## config.mk

```make
export PLATFORM = sky130hd
export DESIGN_NAME = ddr_capture_deser
export DESIGN_NICKNAME = d
export VERILOG_FILES = /design/src/rtl/ddr_capture_deser.sv
export SDC_FILE = /design/constraint.sdc
export NUM_CORES = 1
export LEC_CHECK = 0
export ABC_AREA = 1
export CAP_MARGIN = 20
export CORE_MARGIN = 2
export CORE_UTILIZATION = 42
export CTS_BUF_LIST = sky130_fd_sc_hd__clkbuf_4
export CTS_CLUSTER_SIZE = 16
export DETAILED_ROUTE_END_ITERATION = 6
export HOLD_SLACK_MARGIN = 0.02
export SYNTH_ARGS = -nofsm -noshare
export SYNTH_HDL_FRONTEND = slang
export SYNTH_SLANG_ARGS = --single-unit
```

## constraint.sdc

```tcl
create_clock -name clk -period 2.65 [get_ports clk]
set_input_delay 0.6625 -clock clk [delete_from_list [all_inputs] [get_ports clk]]
set_output_delay 0.6625 -clock clk [all_outputs]
set_load 0.05 [all_outputs]
```

## src/rtl/ddr_capture_deser.sv

```systemverilog
// Dual-edge serial capture into WIDTH-bit words, LSB first,
// buffered by a first-word-fall-through FIFO with valid/ready.
module ddr_capture_deser #(
  parameter int WIDTH = 8,
  parameter int DEPTH = 4
) (
  input  logic                       clk,
  input  logic                       rst,
  input  logic                       en,
  input  logic                       data,
  output logic [WIDTH-1:0]           q,
  output logic                       q_valid,
  input  logic                       q_ready,
  output logic [$clog2(DEPTH+1)-1:0] count,
  output logic                       overflow
);

  localparam int HALF = WIDTH / 2;
  localparam int PCW  = $clog2(HALF + 1);
  localparam int PW   = $clog2(DEPTH);
  localparam int CW   = $clog2(DEPTH + 1);

  logic             pos_bit;
  logic             neg_bit;
  logic             pair_pend;
  logic [PCW-1:0]   pair_cnt;
  logic [PCW-1:0]   cnt_inc;
  logic [WIDTH-1:0] sr;
  logic [WIDTH-1:0] sr_shift;
  logic             word_done;

  logic [WIDTH-1:0] mem [DEPTH];
  logic [PW-1:0]    wr_ptr;
  logic [PW-1:0]    rd_ptr;
  logic             full;
  logic             pop;
  logic             push;
  logic             drop;

  always_comb begin
    sr_shift           = sr >> 2;
    sr_shift[WIDTH-1]  = neg_bit;
    sr_shift[WIDTH-2]  = pos_bit;
    cnt_inc            = pair_cnt + PCW'(1);
    word_done          = pair_pend && (cnt_inc == PCW'(HALF));
  end

  assign full    = (count == CW'(DEPTH));
  assign q_valid = (count != '0);
  assign pop     = q_valid & q_ready;
  assign push    = word_done & (~full | pop);
  assign drop    = word_done & full & ~pop;
  assign q       = mem[rd_ptr];

  // Rising-edge path: first bit of each pair and pair absorption.
  always_ff @(posedge clk or posedge rst) begin
    if (rst) begin
      pos_bit   <= 1'b0;
      pair_pend <= 1'b0;
      pair_cnt  <= '0;
      sr        <= '0;
    end else begin
      pair_pend <= en;
      if (en) pos_bit <= data;
      if (pair_pend) begin
        sr       <= sr_shift;
        pair_cnt <= word_done ? '0 : cnt_inc;
      end
    end
  end

  // Falling-edge path: second bit of a pending pair.
  always_ff @(negedge clk or posedge rst) begin
    if (rst) begin
      neg_bit <= 1'b0;
    end else if (pair_pend) begin
      neg_bit <= data;
    end
  end

  always_ff @(posedge clk or posedge rst) begin
    if (rst) begin
      for (int i = 0; i < DEPTH; i++) mem[i] <= '0;
      wr_ptr   <= '0;
      rd_ptr   <= '0;
      count    <= '0;
      overflow <= 1'b0;
    end else begin
      if (push) begin
        mem[wr_ptr] <= sr_shift;
        wr_ptr      <= wr_ptr + PW'(1);
      end
      if (pop) rd_ptr <= rd_ptr + PW'(1);
      unique case ({push, pop})
        2'b10:   count <= count + CW'(1);
        2'b01:   count <= count - CW'(1);
        default: count <= count;
      endcase
      if (drop) overflow <= 1'b1;
    end
  end

endmodule

```

After elaboration in Yosys (flattened, before gate mapping)
Index checks and enable logic that the tools add are counted.
- magnitude comparators: 3
- bitwise gates (word level): 9
- add/subtract/negate cells: 5
- muxes and demuxes: 8
- reduce and logical (&&, ||, !) cells: 4
- equal/unequal tests: 4
- operator list (kind ; count):
    $bwmux 32 ; 1
    $mux 8 ; 3
    $bmux 8 s2 ; 1
    $demux 8 s2 ; 1
    $add 3x1->3 const B ; 2
    $eq 3x3->1 const B ; 2
    $ge 3x3->1 const B ; 2
    $not 2->3 ; 2
    $pmux 3 s2 ; 1
    $add 2x1->2 const B ; 2
    $and 1x1->1 ; 4
    $lt 3x1->1 const B ; 1
    $mux 3 ; 1
    $reduce_bool 3->1 ; 1
    $sub 3x1->3 const B ; 1
    $eq 2x1->1 const B ; 1
    $eq 2x2->1 const B ; 1
    $logic_and 1x1->1 ; 2
    $not 1->1 ; 2
    $reduce_bool 2->1 ; 1
    $or 1x1->1 ; 1
- register bits after elaboration: 54
- input port bits: 5
- output and inout port bits: 13
- word-level logic and storage cells: 46

Longest topological paths before layout
- depth after elaboration: 6
- gate-level depth with buffers: 13
- gate-level depth less buffers: 12

==> impl_metrics.toml <==
[critical_path]
worstPathRequired_ns = 1.99
critical-path-max-stage-delay_ns = 0.55
crit_family = "flip-flops"
critical_path_class = "flip-flop to output port"
arrival_ns = 1.77
crit_path_end_kind = "output port"
cp_slowest_cell = "dfrtp_1"
critPathBufInv = 2
worst_setup_path_start_kind = "flip-flop"
path_cells = "inv_1 > o21ai_0 > o22ai_1 > buf_12"
worst-path-max-fanout = 11

[global_route]
grt-busiest-layer = "met2"
use_met3_pct = 3.33
grt-ovfl-total = 0
grt_use_met1_pct = 27.0
grt_max_degree = 52
antenna_found_initial = 0
grt_pass1_wl_um = 9270
grt.met2_usage_pct = 29.2
grt_pass1_vias = 1863
grt.total_usage_pct = 18.7

[run_status]
outcome = "finished, final reports clean"

[yosys]
netlist_area_um2 = 2500
seq_area_frac_synth_pct = 52.0
avgSynthCellArea_um2 = 8.85
synth_xor_xnor_area_share_pct = 1.40
synth_fa_ha_area_share_pct = 4.30
synth-compound-area-share_pct = 8.30
synth_top_family_by_area = "simple AND/OR/NAND/NOR gates"
netlist_top_cells_area = "dfrtp_1 51%, nand2_1 12%, nand4_1 8.0%"
synth-seq-cells = 52
ys_types = 24
synthMuxAreaShare_pct = 0.450
synth_cells = 283
yosys.area.top_type = "dfrtp_1"
yosys.area_share.simple_pct = 25.6
ys.warnings.count = 0
syn_nets = 296
synthDominantCellAreaShare_pct = 51.0

[power]
peakVddDrop_v = 0.000767
power.density_nw_per_um2 = 1380
switching_power_w = 0.00182
p_sw_share_pct = 46.7
power_w = 0.00389
p_int_w = 0.00207
pwr-share-seq_pct = 34.2
combPwrFrac_pct = 56.8
p_leak_nw = 1.39
p_clk_share_pct = 8.9

[route]
routed_wl_um = 5470
wl_per_cell_um = 14.7
ant_nets = 0
vias = 1904
drt_iter0_markers = 178
drc = 0
first_pass_iters = 4
vias_per_cell = 5.13

[timing]
period_minus_slack_ns = 2.43
finalCritPeriodShare_pct = 91.9
maxSlewHeadroom_pct = 56.8
grt_setup_unrepaired = "no"
fmax_ghz = 0.411
drv_slew = 0
setup_viol = 0
clock-skew-final_ns = 0.0212
tns_ns = 0
worst_pin_slew_ns = 0.648
hold_violations = 0

[clock_tree]
ctsResizeCount = 0
clock_sinks = 52
cts_tree = "done"
clockBufferDepth = 2
cts_inserted_buffers = 5
htree_levels = 2
clk_latency_ns = 0.37
clockRootBuffer = "clkbuf_4"
clk_pin_slew_worst_paths_ns = 0.15
post_cts_buffers = 0
ctsHoldBuffers = 0

[final_layout]
areaGrowthSynthToFinish_pct = 12.6
drive_gt1_share_pct = 10.1
antennaDiodeCount = 0
layout.nets = 308

[floorplan]
chipWidth_um = 81.2
die_h_um = 81.2
ios = 18
num_rows = 28
core-area_um2 = 5850
start_util_pct = 42.8
die-area_um2 = 6590

[placement]
globalplace.congestion = 0.770
dp_hpwl_um = 3510
port_buffers = 17

[hold_path]
hold_class = "flip-flop to flip-flop"

[run]
cap_violations = 0
-- layer usage --
layer | up-vias | wire [µm]
met5 | - | 0
met4 | 0 | 45
met3 | 5 | 180
met2 | 27 | 2520
met1 | 903 | 2720
li1 | 969 | -
-- power groups by stage --
stage | logic [W] | registers (W) | clock network [W]
after global placement | 0.00220 | 0.00134 | 0
after CTS | 0.00224 | 0.00133 | 0.000361
after detailed placement | 0.00223 | 0.00135 | 0
after floorplan | 0.00138 | 0.00137 | 0
final | 0.00221 | 0.00133 | 0.000347
after global routing | 0.00242 | 0.00138 | 0.000388
-- cell type report --
type	count	area, µm²
repair buffers	23	295
inverters	19	75.1
well taps	75	93.8
clock inverters	3	13.8
fillers	573	3030
multi-input cells	194	1000
flip-flops and latches	52	1300
clock buffers	5	37.5
-- worst paths after layout --
| path | from | to | slack, ns | cells after the start |
|---|---|---|---|---|
| min in group asynchronous | rst | wr_ptr[1]$_DFFE_PP0P_ | 0.89 | 3 |
| worst min register to register | pair_cnt[0]$_DFFE_PP0P_ | pair_cnt[0]$_DFFE_PP0P_ | 0.48 | 1 |
| worst max register to register | neg_bit$_DFFE_NP0P_ | sr[7]$_DFFE_PP0P_ | 0.53 | 2 |
| max in group asynchronous | rst | neg_bit$_DFFE_NP0P_ | 0.78 | 2 |
| worst max-delay path | rd_ptr[1]$_DFFE_PP0P_ | q[7] | 0.22 | 4 |
| worst min-delay path | pair_cnt[0]$_DFFE_PP0P_ | pair_cnt[0]$_DFFE_PP0P_ | 0.48 | 1 |
-- state kept, by name (all words and copies together) (netlist names) --
signal / count
mem: 32
sr: 6
count: 3
pair_cnt: 3
rd_ptr: 2
wr_ptr: 2
neg_bit: 1
overflow: 1
pair_pend: 1
pos_bit: 1
-- stage by stage --
stage	setup slack (ns)	hold WS [ns]	area, µm²	instances	utilization [%]
final	0.216	0.484	2820	371	48.2
after global routing	0.110	0.509	2820	371	48.2
after CTS	0.186	0.487	2820	371	48.2
after detailed placement	-0.0524	0.453	2770	363	47.3
after global placement	-0.0515	0.450	2770	363	47.3
after floorplan	0.227	0.437	2510	283	-
-- logic make-up after synthesis --
| family | count (synthesis) |
|---|---|
| AO/OA/AOI/OAI | 38 |
| AND/OR/NAND/NOR | 143 |
| XOR/XNOR | 4 |
| buffers and inverters | 37 |
| adder cells (fa/ha/maj) | 8 |
| flip-flops | 52 |
| multiplexers | 1 |
-- cell usage in the layout, fill, tap and decap left out --
master | synthesis | routed
clkdlybuf4s50_1 | 0 | 9
buf_4 | 4 | 6
inv_1 | 17 | 16
dfrtp_1 | 51 | 51
o21ai_0 | 22 | 22
dfrtn_1 | 1 | 1
a21oi_1 | 6 | 6
nand2_1 | 81 | 81
nor2_2 | 1 | 1
clkinv_1 | 0 | 1
inv_2 | 2 | 2
xor2_1 | 2 | 2
buf_12 | 0 | 8
nand4_1 | 32 | 32
clkbuf_4 | 0 | 5
clkinvlp_4 | 0 | 1
nand2_2 | 1 | 1
fa_1 | 1 | 1
clkinv_2 | 0 | 2
mux2_2 | 1 | 1
xnor2_1 | 2 | 2
o21bai_2 | 1 | 1
ha_1 | 7 | 7
nand3_1 | 5 | 5
nor2_1 | 21 | 21
o22ai_1 | 9 | 9
nand3_2 | 2 | 2
-- cell usage after synthesis --
library cell	count
nand4_1	32
inv_1	17
o21bai_2	1
inv_2	2
mux2_2	1
xor2_1	2
nand2_1	81
dfrtn_1	1
o22ai_1	9
fa_1	1
ha_1	7
dfrtp_1	51
nor2_2	1
buf_6	5
buf_4	4
nand2_2	1
o21ai_0	22
nand3_1	5
clkbuf_1	2
nor2_1	21
xnor2_1	2
buf_2	7
a21oi_1	6
nand3_2	2
Power figures use the tool's default switching activity.
